## config.mk

```make
export PLATFORM = sky130hd
export DESIGN_NAME = bullet_ctrl_flat
export DESIGN_NICKNAME = d
export VERILOG_FILES = /design/src/rtl/bullet_ctrl_pkg.sv /design/src/rtl/bullet_ctrl_if.sv /design/src/rtl/bullet_ctrl_slot.sv /design/src/rtl/bullet_ctrl.sv /design/src/flat_wrapper.sv
export SDC_FILE = /design/constraint.sdc
export NUM_CORES = 1
export LEC_CHECK = 0
export CORE_AREA = 3 3 198 200
export DETAILED_ROUTE_END_ITERATION = 7
export DIE_AREA = 0 0 201 203
export PLACE_DENSITY = 0.89
export SETUP_SLACK_MARGIN = 0.02
export SLEW_MARGIN = 25
export SYNTH_ARGS = -nofsm -noshare
export SYNTH_HDL_FRONTEND = slang
export SYNTH_SLANG_ARGS = --single-unit
```

## constraint.sdc

```tcl
create_clock -name frame_clk -period 15.6 [get_ports frame_clk]
set_input_delay 1.56 -clock frame_clk [delete_from_list [all_inputs] [get_ports frame_clk]]
set_output_delay 1.56 -clock frame_clk [all_outputs]
set_load 0.03 [all_outputs]
```

## src/rtl/bullet_ctrl_pkg.sv

```systemverilog
// bullet_ctrl_pkg: screen limits, slot state type and heading-to-velocity helper
package bullet_ctrl_pkg;
    localparam int SCREEN_X_MAX = 639;
    localparam int SCREEN_Y_MAX = 479;

    typedef enum logic {IDLE, FLYING} slot_state_t;

    // sign-magnitude heading component scaled by speed, as 10-bit two's complement
    function automatic logic [9:0] sm_to_vel(input logic [7:0] v, input int speed);
        logic [7:0] m;
        logic [9:0] mag;
        m = 8'((15'(speed) * 15'(v[6:0])) >> 7);
        mag = (m > 8'd15) ? 10'd15 : {2'b00, m};
        return v[7] ? -mag : mag;
    endfunction
endpackage

```

## src/rtl/bullet_ctrl_if.sv

```systemverilog
// bullet_ctrl_if: tank fire interface (trigger, muzzle position, heading, spawn acknowledge)
interface bullet_ctrl_if;
    logic       shoot;
    logic [9:0] tank_x;
    logic [9:0] tank_y;
    logic [7:0] sin;
    logic [7:0] cos;
    logic       fire_ack;

    modport master (output shoot, tank_x, tank_y, sin, cos, input fire_ack);
    modport slave  (input shoot, tank_x, tank_y, sin, cos, output fire_ack);
endinterface

```

## src/rtl/bullet_ctrl_slot.sv

```systemverilog
// bullet_slot: one bullet's flight FSM, position, velocity and remaining life
module bullet_slot
    import bullet_ctrl_pkg::*;
#(
    parameter int LIFETIME = 200
) (
    input  logic       frame_clk,
    input  logic       Reset_n,
    input  logic       i_clear,
    input  logic       i_spawn,
    input  logic [9:0] i_spawn_x,
    input  logic [9:0] i_spawn_y,
    input  logic [9:0] i_spawn_vx,
    input  logic [9:0] i_spawn_vy,
    input  logic       i_wall_x,
    input  logic       i_wall_y,
    input  logic [9:0] i_enemy_x,
    input  logic [9:0] i_enemy_y,
    input  logic [9:0] i_enemy_s,
    output logic [9:0] o_x,
    output logic [9:0] o_y,
    output logic       o_active,
    output logic       o_hit
);
    slot_state_t       r_state, w_state_nxt;
    logic [9:0]        r_x, r_y, r_vx, r_vy;
    logic [7:0]        r_life;
    logic signed [10:0] w_dx, w_dy, w_adx, w_ady;
    logic [9:0]        w_vx, w_vy;
    logic [10:0]       w_nx, w_ny;
    logic              w_in_box, w_expired, w_off;

    assign w_dx      = $signed({1'b0, r_x}) - $signed({1'b0, i_enemy_x});
    assign w_dy      = $signed({1'b0, r_y}) - $signed({1'b0, i_enemy_y});
    assign w_adx     = w_dx[10] ? -w_dx : w_dx;
    assign w_ady     = w_dy[10] ? -w_dy : w_dy;
    assign w_in_box  = ($unsigned(w_adx) <= {1'b0, i_enemy_s}) && ($unsigned(w_ady) <= {1'b0, i_enemy_s});
    assign w_expired = r_life == 8'd0;
    assign w_vx      = i_wall_x ? -r_vx : r_vx;
    assign w_vy      = i_wall_y ? -r_vy : r_vy;
    // a negative result wraps above 1023 as unsigned, so one compare per axis catches both edges
    assign w_nx      = {1'b0, r_x} + {w_vx[9], w_vx};
    assign w_ny      = {1'b0, r_y} + {w_vy[9], w_vy};
    assign w_off     = (w_nx > 11'(SCREEN_X_MAX)) || (w_ny > 11'(SCREEN_Y_MAX));
    assign o_x       = r_x;
    assign o_y       = r_y;

    // state register
    always_ff @(posedge frame_clk or negedge Reset_n) begin
        if (!Reset_n) r_state <= IDLE;
        else if (i_clear) r_state <= IDLE;
        else r_state <= w_state_nxt;
    end

    // next state: spawn launches, hit/expiry/leaving the screen retire
    always_comb begin
        w_state_nxt = (r_state == IDLE) ? (i_spawn ? FLYING : IDLE)
                    : ((w_in_box || w_expired || w_off) ? IDLE : FLYING);
    end

    // outputs: in-flight flag and hit detect on the current position
    always_comb begin
        o_active = r_state == FLYING;
        o_hit    = (r_state == FLYING) && w_in_box;
    end

    // kinematics: load on spawn, bounce then step while flying; an off-screen step leaves position held
    always_ff @(posedge frame_clk or negedge Reset_n) begin
        if (!Reset_n) begin
            {r_x, r_y, r_vx, r_vy} <= '0;
            r_life <= '0;
        end else if (i_clear) begin
            {r_x, r_y, r_vx, r_vy} <= '0;
            r_life <= '0;
        end else if (i_spawn) begin
            r_x    <= i_spawn_x;
            r_y    <= i_spawn_y;
            r_vx   <= i_spawn_vx;
            r_vy   <= i_spawn_vy;
            r_life <= 8'(LIFETIME);
        end else if (r_state == FLYING && !w_in_box && !w_expired) begin
            r_vx <= w_vx;
            r_vy <= w_vy;
            if (!w_off) begin
                r_x    <= w_nx[9:0];
                r_y    <= w_ny[9:0];
                r_life <= r_life - 8'd1;
            end
        end
    end
endmodule

```

## src/rtl/bullet_ctrl.sv

```systemverilog
// bullet_ctrl: spawns bullets on fire edges and advances/retires them each frame
module bullet_ctrl
    import bullet_ctrl_pkg::*;
#(
    parameter int NUM_BULLETS  = 4,
    parameter int BULLET_SPEED = 8,
    parameter int LIFETIME     = 200,
    parameter int COOLDOWN     = 10
) (
    input  logic                      frame_clk,
    input  logic                      Reset_n,
    input  logic                      clear,
    bullet_ctrl_if.slave              fire,
    input  logic [NUM_BULLETS-1:0]    wall_x,
    input  logic [NUM_BULLETS-1:0]    wall_y,
    input  logic [9:0]                enemy_x,
    input  logic [9:0]                enemy_y,
    input  logic [9:0]                enemy_s,
    output logic [NUM_BULLETS*10-1:0] bullet_x,
    output logic [NUM_BULLETS*10-1:0] bullet_y,
    output logic [NUM_BULLETS-1:0]    bullet_active,
    output logic                      hit
);
    logic                   r_shoot_q, r_fire_ack, r_hit;
    logic [7:0]             r_cd;
    logic                   w_fire_edge, w_any_free, w_do_spawn;
    logic [2:0]             w_free_idx;
    logic [NUM_BULLETS-1:0] w_spawn, w_hit;
    logic [9:0]             w_vx, w_vy;

    assign w_fire_edge   = fire.shoot & ~r_shoot_q;
    assign w_do_spawn    = w_fire_edge && (r_cd == 8'd0) && w_any_free;
    assign w_vx          = sm_to_vel(fire.cos, BULLET_SPEED);
    assign w_vy          = -sm_to_vel(fire.sin, BULLET_SPEED);
    assign fire.fire_ack = r_fire_ack;
    assign hit           = r_hit;

    // lowest-index idle slot wins; scanning downward lets the lowest overwrite last
    always_comb begin
        w_any_free = 1'b0;
        w_free_idx = '0;
        for (int i = NUM_BULLETS - 1; i >= 0; i--) begin
            if (!bullet_active[i]) begin
                w_any_free = 1'b1;
                w_free_idx = 3'(i);
            end
        end
    end

    for (genvar g = 0; g < NUM_BULLETS; g++) begin : g_slot
        assign w_spawn[g] = w_do_spawn && (w_free_idx == 3'(g));
        bullet_slot #(.LIFETIME(LIFETIME)) u_slot (
            .frame_clk  (frame_clk),
            .Reset_n    (Reset_n),
            .i_clear    (clear),
            .i_spawn    (w_spawn[g]),
            .i_spawn_x  (fire.tank_x),
            .i_spawn_y  (fire.tank_y),
            .i_spawn_vx (w_vx),
            .i_spawn_vy (w_vy),
            .i_wall_x   (wall_x[g]),
            .i_wall_y   (wall_y[g]),
            .i_enemy_x  (enemy_x),
            .i_enemy_y  (enemy_y),
            .i_enemy_s  (enemy_s),
            .o_x        (bullet_x[g*10 +: 10]),
            .o_y        (bullet_y[g*10 +: 10]),
            .o_active   (bullet_active[g]),
            .o_hit      (w_hit[g])
        );
    end

    // trigger history, saturating cooldown, and registered spawn/hit pulses
    always_ff @(posedge frame_clk or negedge Reset_n) begin
        if (!Reset_n) begin
            r_shoot_q  <= 1'b0;
            r_cd       <= '0;
            r_fire_ack <= 1'b0;
            r_hit      <= 1'b0;
        end else if (clear) begin
            r_shoot_q  <= 1'b0;
            r_cd       <= '0;
            r_fire_ack <= 1'b0;
            r_hit      <= 1'b0;
        end else begin
            r_shoot_q  <= fire.shoot;
            r_cd       <= w_do_spawn ? 8'(COOLDOWN) : ((r_cd != 8'd0) ? r_cd - 8'd1 : 8'd0);
            r_fire_ack <= w_do_spawn;
            r_hit      <= |w_hit;
        end
    end
endmodule

```

## src/flat_wrapper.sv

```systemverilog
// flat-port wrapper written by rule: the top's interface ports become plain ports
module bullet_ctrl_flat import bullet_ctrl_pkg::*;
#(
    parameter int NUM_BULLETS  = 4,
    parameter int BULLET_SPEED = 8,
    parameter int LIFETIME     = 200,
    parameter int COOLDOWN     = 10
)
  (frame_clk, Reset_n, clear, wall_x, wall_y, enemy_x, enemy_y, enemy_s, bullet_x, bullet_y, bullet_active, hit, fire_shoot, fire_tank_x, fire_tank_y, fire_sin, fire_cos, fire_fire_ack);
  bullet_ctrl_if fire_i ();
  input  logic frame_clk;
  input  logic Reset_n;
  input  logic clear;
  input  logic [NUM_BULLETS-1:0] wall_x;
  input  logic [NUM_BULLETS-1:0] wall_y;
  input  logic [9:0] enemy_x;
  input  logic [9:0] enemy_y;
  input  logic [9:0] enemy_s;
  output logic [NUM_BULLETS*10-1:0] bullet_x;
  output logic [NUM_BULLETS*10-1:0] bullet_y;
  output logic [NUM_BULLETS-1:0] bullet_active;
  output logic hit;
  input wire logic [$bits(fire_i.shoot)-1:0] fire_shoot;
  input wire logic [$bits(fire_i.tank_x)-1:0] fire_tank_x;
  input wire logic [$bits(fire_i.tank_y)-1:0] fire_tank_y;
  input wire logic [$bits(fire_i.sin)-1:0] fire_sin;
  input wire logic [$bits(fire_i.cos)-1:0] fire_cos;
  output wire logic [$bits(fire_i.fire_ack)-1:0] fire_fire_ack;
  assign fire_i.shoot = fire_shoot;
  assign fire_i.tank_x = fire_tank_x;
  assign fire_i.tank_y = fire_tank_y;
  assign fire_i.sin = fire_sin;
  assign fire_i.cos = fire_cos;
  assign fire_fire_ack = fire_i.fire_ack;
  bullet_ctrl #(.NUM_BULLETS(NUM_BULLETS), .BULLET_SPEED(BULLET_SPEED), .LIFETIME(LIFETIME), .COOLDOWN(COOLDOWN)) u_core (.frame_clk(frame_clk), .Reset_n(Reset_n), .clear(clear), .fire(fire_i), .wall_x(wall_x), .wall_y(wall_y), .enemy_x(enemy_x), .enemy_y(enemy_y), .enemy_s(enemy_s), .bullet_x(bullet_x), .bullet_y(bullet_y), .bullet_active(bullet_active), .hit(hit));
endmodule
```

==> impl_results.md <==
* Max-slew headroom at the worst pin at 0.300
* Post-DP HPWL at between 50 and 60 mm
* Worst Setup Path Type: in -> reg
* Yosys cell types at slightly below 80
* Final setup fails at 0
* Yosys warnings at 0
* Post-route DRC at 0
* Yosys top cell by area: dfrtp_1
* # IOs at around 160
* Area added between synthesis and finish at 12.3%
* CTS tree: built
* Routed Antenna Nets at 0
* Synth top area share at 0.232
* Slew Limit Fails at 0
* Syn Inst Count at ~2,700
* Num CTS Buffers at 22
* Clock insertion delay at the later pin of the skew report at around 0.52 ns
* Die W at 201 um
* RD Place Congestion at 0.970
* Global route total overflow at 0
* Commonest cells in the netlist: 270 x ha_1, 264 x nor2_1, 233 x xnor2_1, 207 x dfrtp_1, 193 x nand2_1
* Critical Path Start Type: primary input
* Lkg Pwr at between 0.01 and 0.015 uW
* Average cell area after synthesis at around 8 um^2
* Row cnt at slightly above 70
* Sequential-to-total area share from yosys stat at 0.232
* Post-CTS sizing at 0
* Post-synth EDFFs at 0
* Unrepaired setup endpoints after global routing: false
* Worst IR Drop VDD at 95.5 uV
* Clock Skew at 0.0165 ns
* Global-route wire length before repair at ~110 mm
* Worst Reg-to-Reg Cells at 21
* Nets at 3,194
* Hold Buf Count CTS at 0
* Chip height at a little over 200 um
* Avg WL per Cell at 21.2 um
* CTS max path bufs at 3
* Top FF cell, synth: dfrtp_1
* Core area at 0.0376 mm^2
* Async S/R FF share, synth at 1.00
* Tcrit/Tclk final at 0.504
* Postcts setup bufs at 0
* Utilization after layout at 0.668
* Critical path required time at between 15 and 20 ns
* Largest net degree at the start of global routing at 125
* Tot GR Track Use at 0.336
* DR iter-0 viols at 2,178
* Capturing element type of the critical path: flop
* Design Area, Final at around 0.025 mm^2
* Total negative slack at 0 ns
* Initial antenna violation count at 1
* Final hold vios at 0
* Vias per inst at between 6 and 7
* FF+latch count, synth at about 210
* Top post-synthesis cells by area: dfrtp_1 23%, ha_1 15%, xnor2_1 9.1%
* Most frequent cell after synthesis: ha_1
* Hold/Removal Path Class: reg -> reg
* CP max FO at 16
* Share of cells above drive strength 1 at 0.0372
* Fmax at about 130 MHz
* Worst reg2reg setup slack at between 8 and 9 ns
* Power per cell area at 86.8 mW/mm^2
* Tightest Pin Transition at approximately 1.0 ns
* Final wirelength at 71.3 mm
* Hold-critical path depth at 1
* Final Critical Period at just under 8 ns
* Drt first pass iters at 5
* Via count of the first global-routing pass at around 21,000
* MaxCap Viol Count at 0
* Outcome: finished, final reports clean
* Via count at roughly 22,000
* Placement Cell Area at between 0.02 and 0.025 mm^2
* CTS sink cnt at roughly 210
* Die ar. at between 0.04 and 0.05 mm^2
* Buffers on Ports at between 150 and 200
* Synthesized cell area at about 0.022 mm^2
* Syn_nets at 3,101
* Clock Pin Slew Worst Setup and Hold Paths at roughly 0.060 ns
* Critical path arrival at roughly 8.3 ns
* Initial core utilization at 0.595
* Clock Tree Root: clkbuf_16
* H-tree depth at 1
-- logic make-up after synthesis --
kind of cell / count (synthesis) / share of synthesized area
flip-flops: 207 / 0.232
XOR/XNOR: 290 / 0.114
AND/OR/NAND/NOR: 901 / 0.196
adder cells (fa/ha/maj): 286 / 0.165
AO/OA/AOI/OAI: 734 / 0.219
multiplexers: 65 / 0.0296
buffers and inverters: 254 / 0.0444
-- critical path: stages --
cell and delay [ns]:
clkdlybuf4s50_1 0.62, ha_1 0.22, inv_1 0.06, fa_1 0.40, a21o_1 0.19, a221oi_1 0.56, o311ai_1 0.25, o21a_1 0.27
nor2_1 0.33, o21ai_0 0.18, xnor2_1 0.17, ha_1 0.32, nand3_1 0.10, a21oi_1 0.14, a211oi_1 0.07, o21a_1 0.19
o22a_1 0.32, a21oi_2 0.65, nand3_1 0.72, or4b_1 0.70, a31oi_1 0.23
-- report_power, final --
group | switching, uW | total (uW) | leakage (uW) | internal [uW]
combinational | 577 | 985 | 0.00755 | 408
sequential | 56.3 | 629 | 0.00288 | 573
clock | 238 | 564 | 0.000363 | 327
total | 871 | 2180 | 0.0108 | 1310
-- through the flow --
step                std cells  total power, uW  hold slack [ns]  setup slack (ns)
finish                   3359             2180            0.491              7.74
global route             3358             2300            0.523              7.53
CTS                      3356             2160            0.486              7.94
detailed placement       3316             1600            0.478              7.44
global placement         3316             1550            0.445              7.25
floorplan                2737             1340            0.427              9.24
-- area by class of cell --
class,count,area (um^2)
Multi-Input combinational cell,2276,16200
Fill cell,2972,12500
Sequential cell,207,5180
Timing Repair Buffer,171,1700
Tap cell,511,639
Clock buffer,24,589
Inverter,152,571
Clock inverter,16,181
Antenna cell,2,5.00
-- worst paths after layout --
path,from,to
worst max-delay path,enemy_y[0],u_core.g_slot[0].u_slot.r_life[7]
worst min-delay path,u_core.r_cd[0],u_core.r_cd[0]
min in group asynchronous,Reset_n,u_core.g_slot[1].u_slot.r_vx[6]
worst max register to register,u_core.g_slot[0].u_slot.o_y[0],u_core.g_slot[0].u_slot.r_life[7]
worst min register to register,u_core.r_cd[0],u_core.r_cd[0]
max in group asynchronous,Reset_n,u_core.g_slot[0].u_slot.r_vy[9]
-- metal layers --
layer / track usage / share of wire / up-vias
li1: - / - / 10200
met5: 0 / 0 / -
met2: 0.556 / 0.45 / 1014
met4: 0.172 / 0.060 / 0
met1: 0.431 / 0.40 / 10400
met3: 0.0457 / 0.093 / 214
-- flip-flops by register name, indices dropped and copies added (netlist names) --
name / count
u_core.fire.fire_ack: 1
u_core.g_slot.u_slot.o_active: 4
u_core.g_slot.u_slot.o_x: 40
u_core.g_slot.u_slot.o_y: 40
u_core.g_slot.u_slot.r_life: 32
u_core.g_slot.u_slot.r_vx: 40
u_core.g_slot.u_slot.r_vy: 40
u_core.hit: 1
u_core.r_cd: 8
u_core.r_shoot_q: 1
-- layout by cell type, fill, tap and decap left out, types with 38 or more instances in the layout --
cell type        netlist  routed
a211oi_1              80      80
a21o_1                47      47
a21oi_1              171     170
clkdlybuf4s50_1        0     153
dfrtp_1              207     207
ha_1                 270     270
inv_1                152     152
mux2i_1               57      57
nand2_1              193     193
nand2b_1              38      38
nand3_1               98      98
nor2_1               264     262
nor2b_1               47      47
nor3_1                78      77
o21ai_0              127     127
o31ai_1               40      39
xnor2_1              233     233
xor2_1                57      57
No activity file was read; power rests on OpenSTA's default activity.
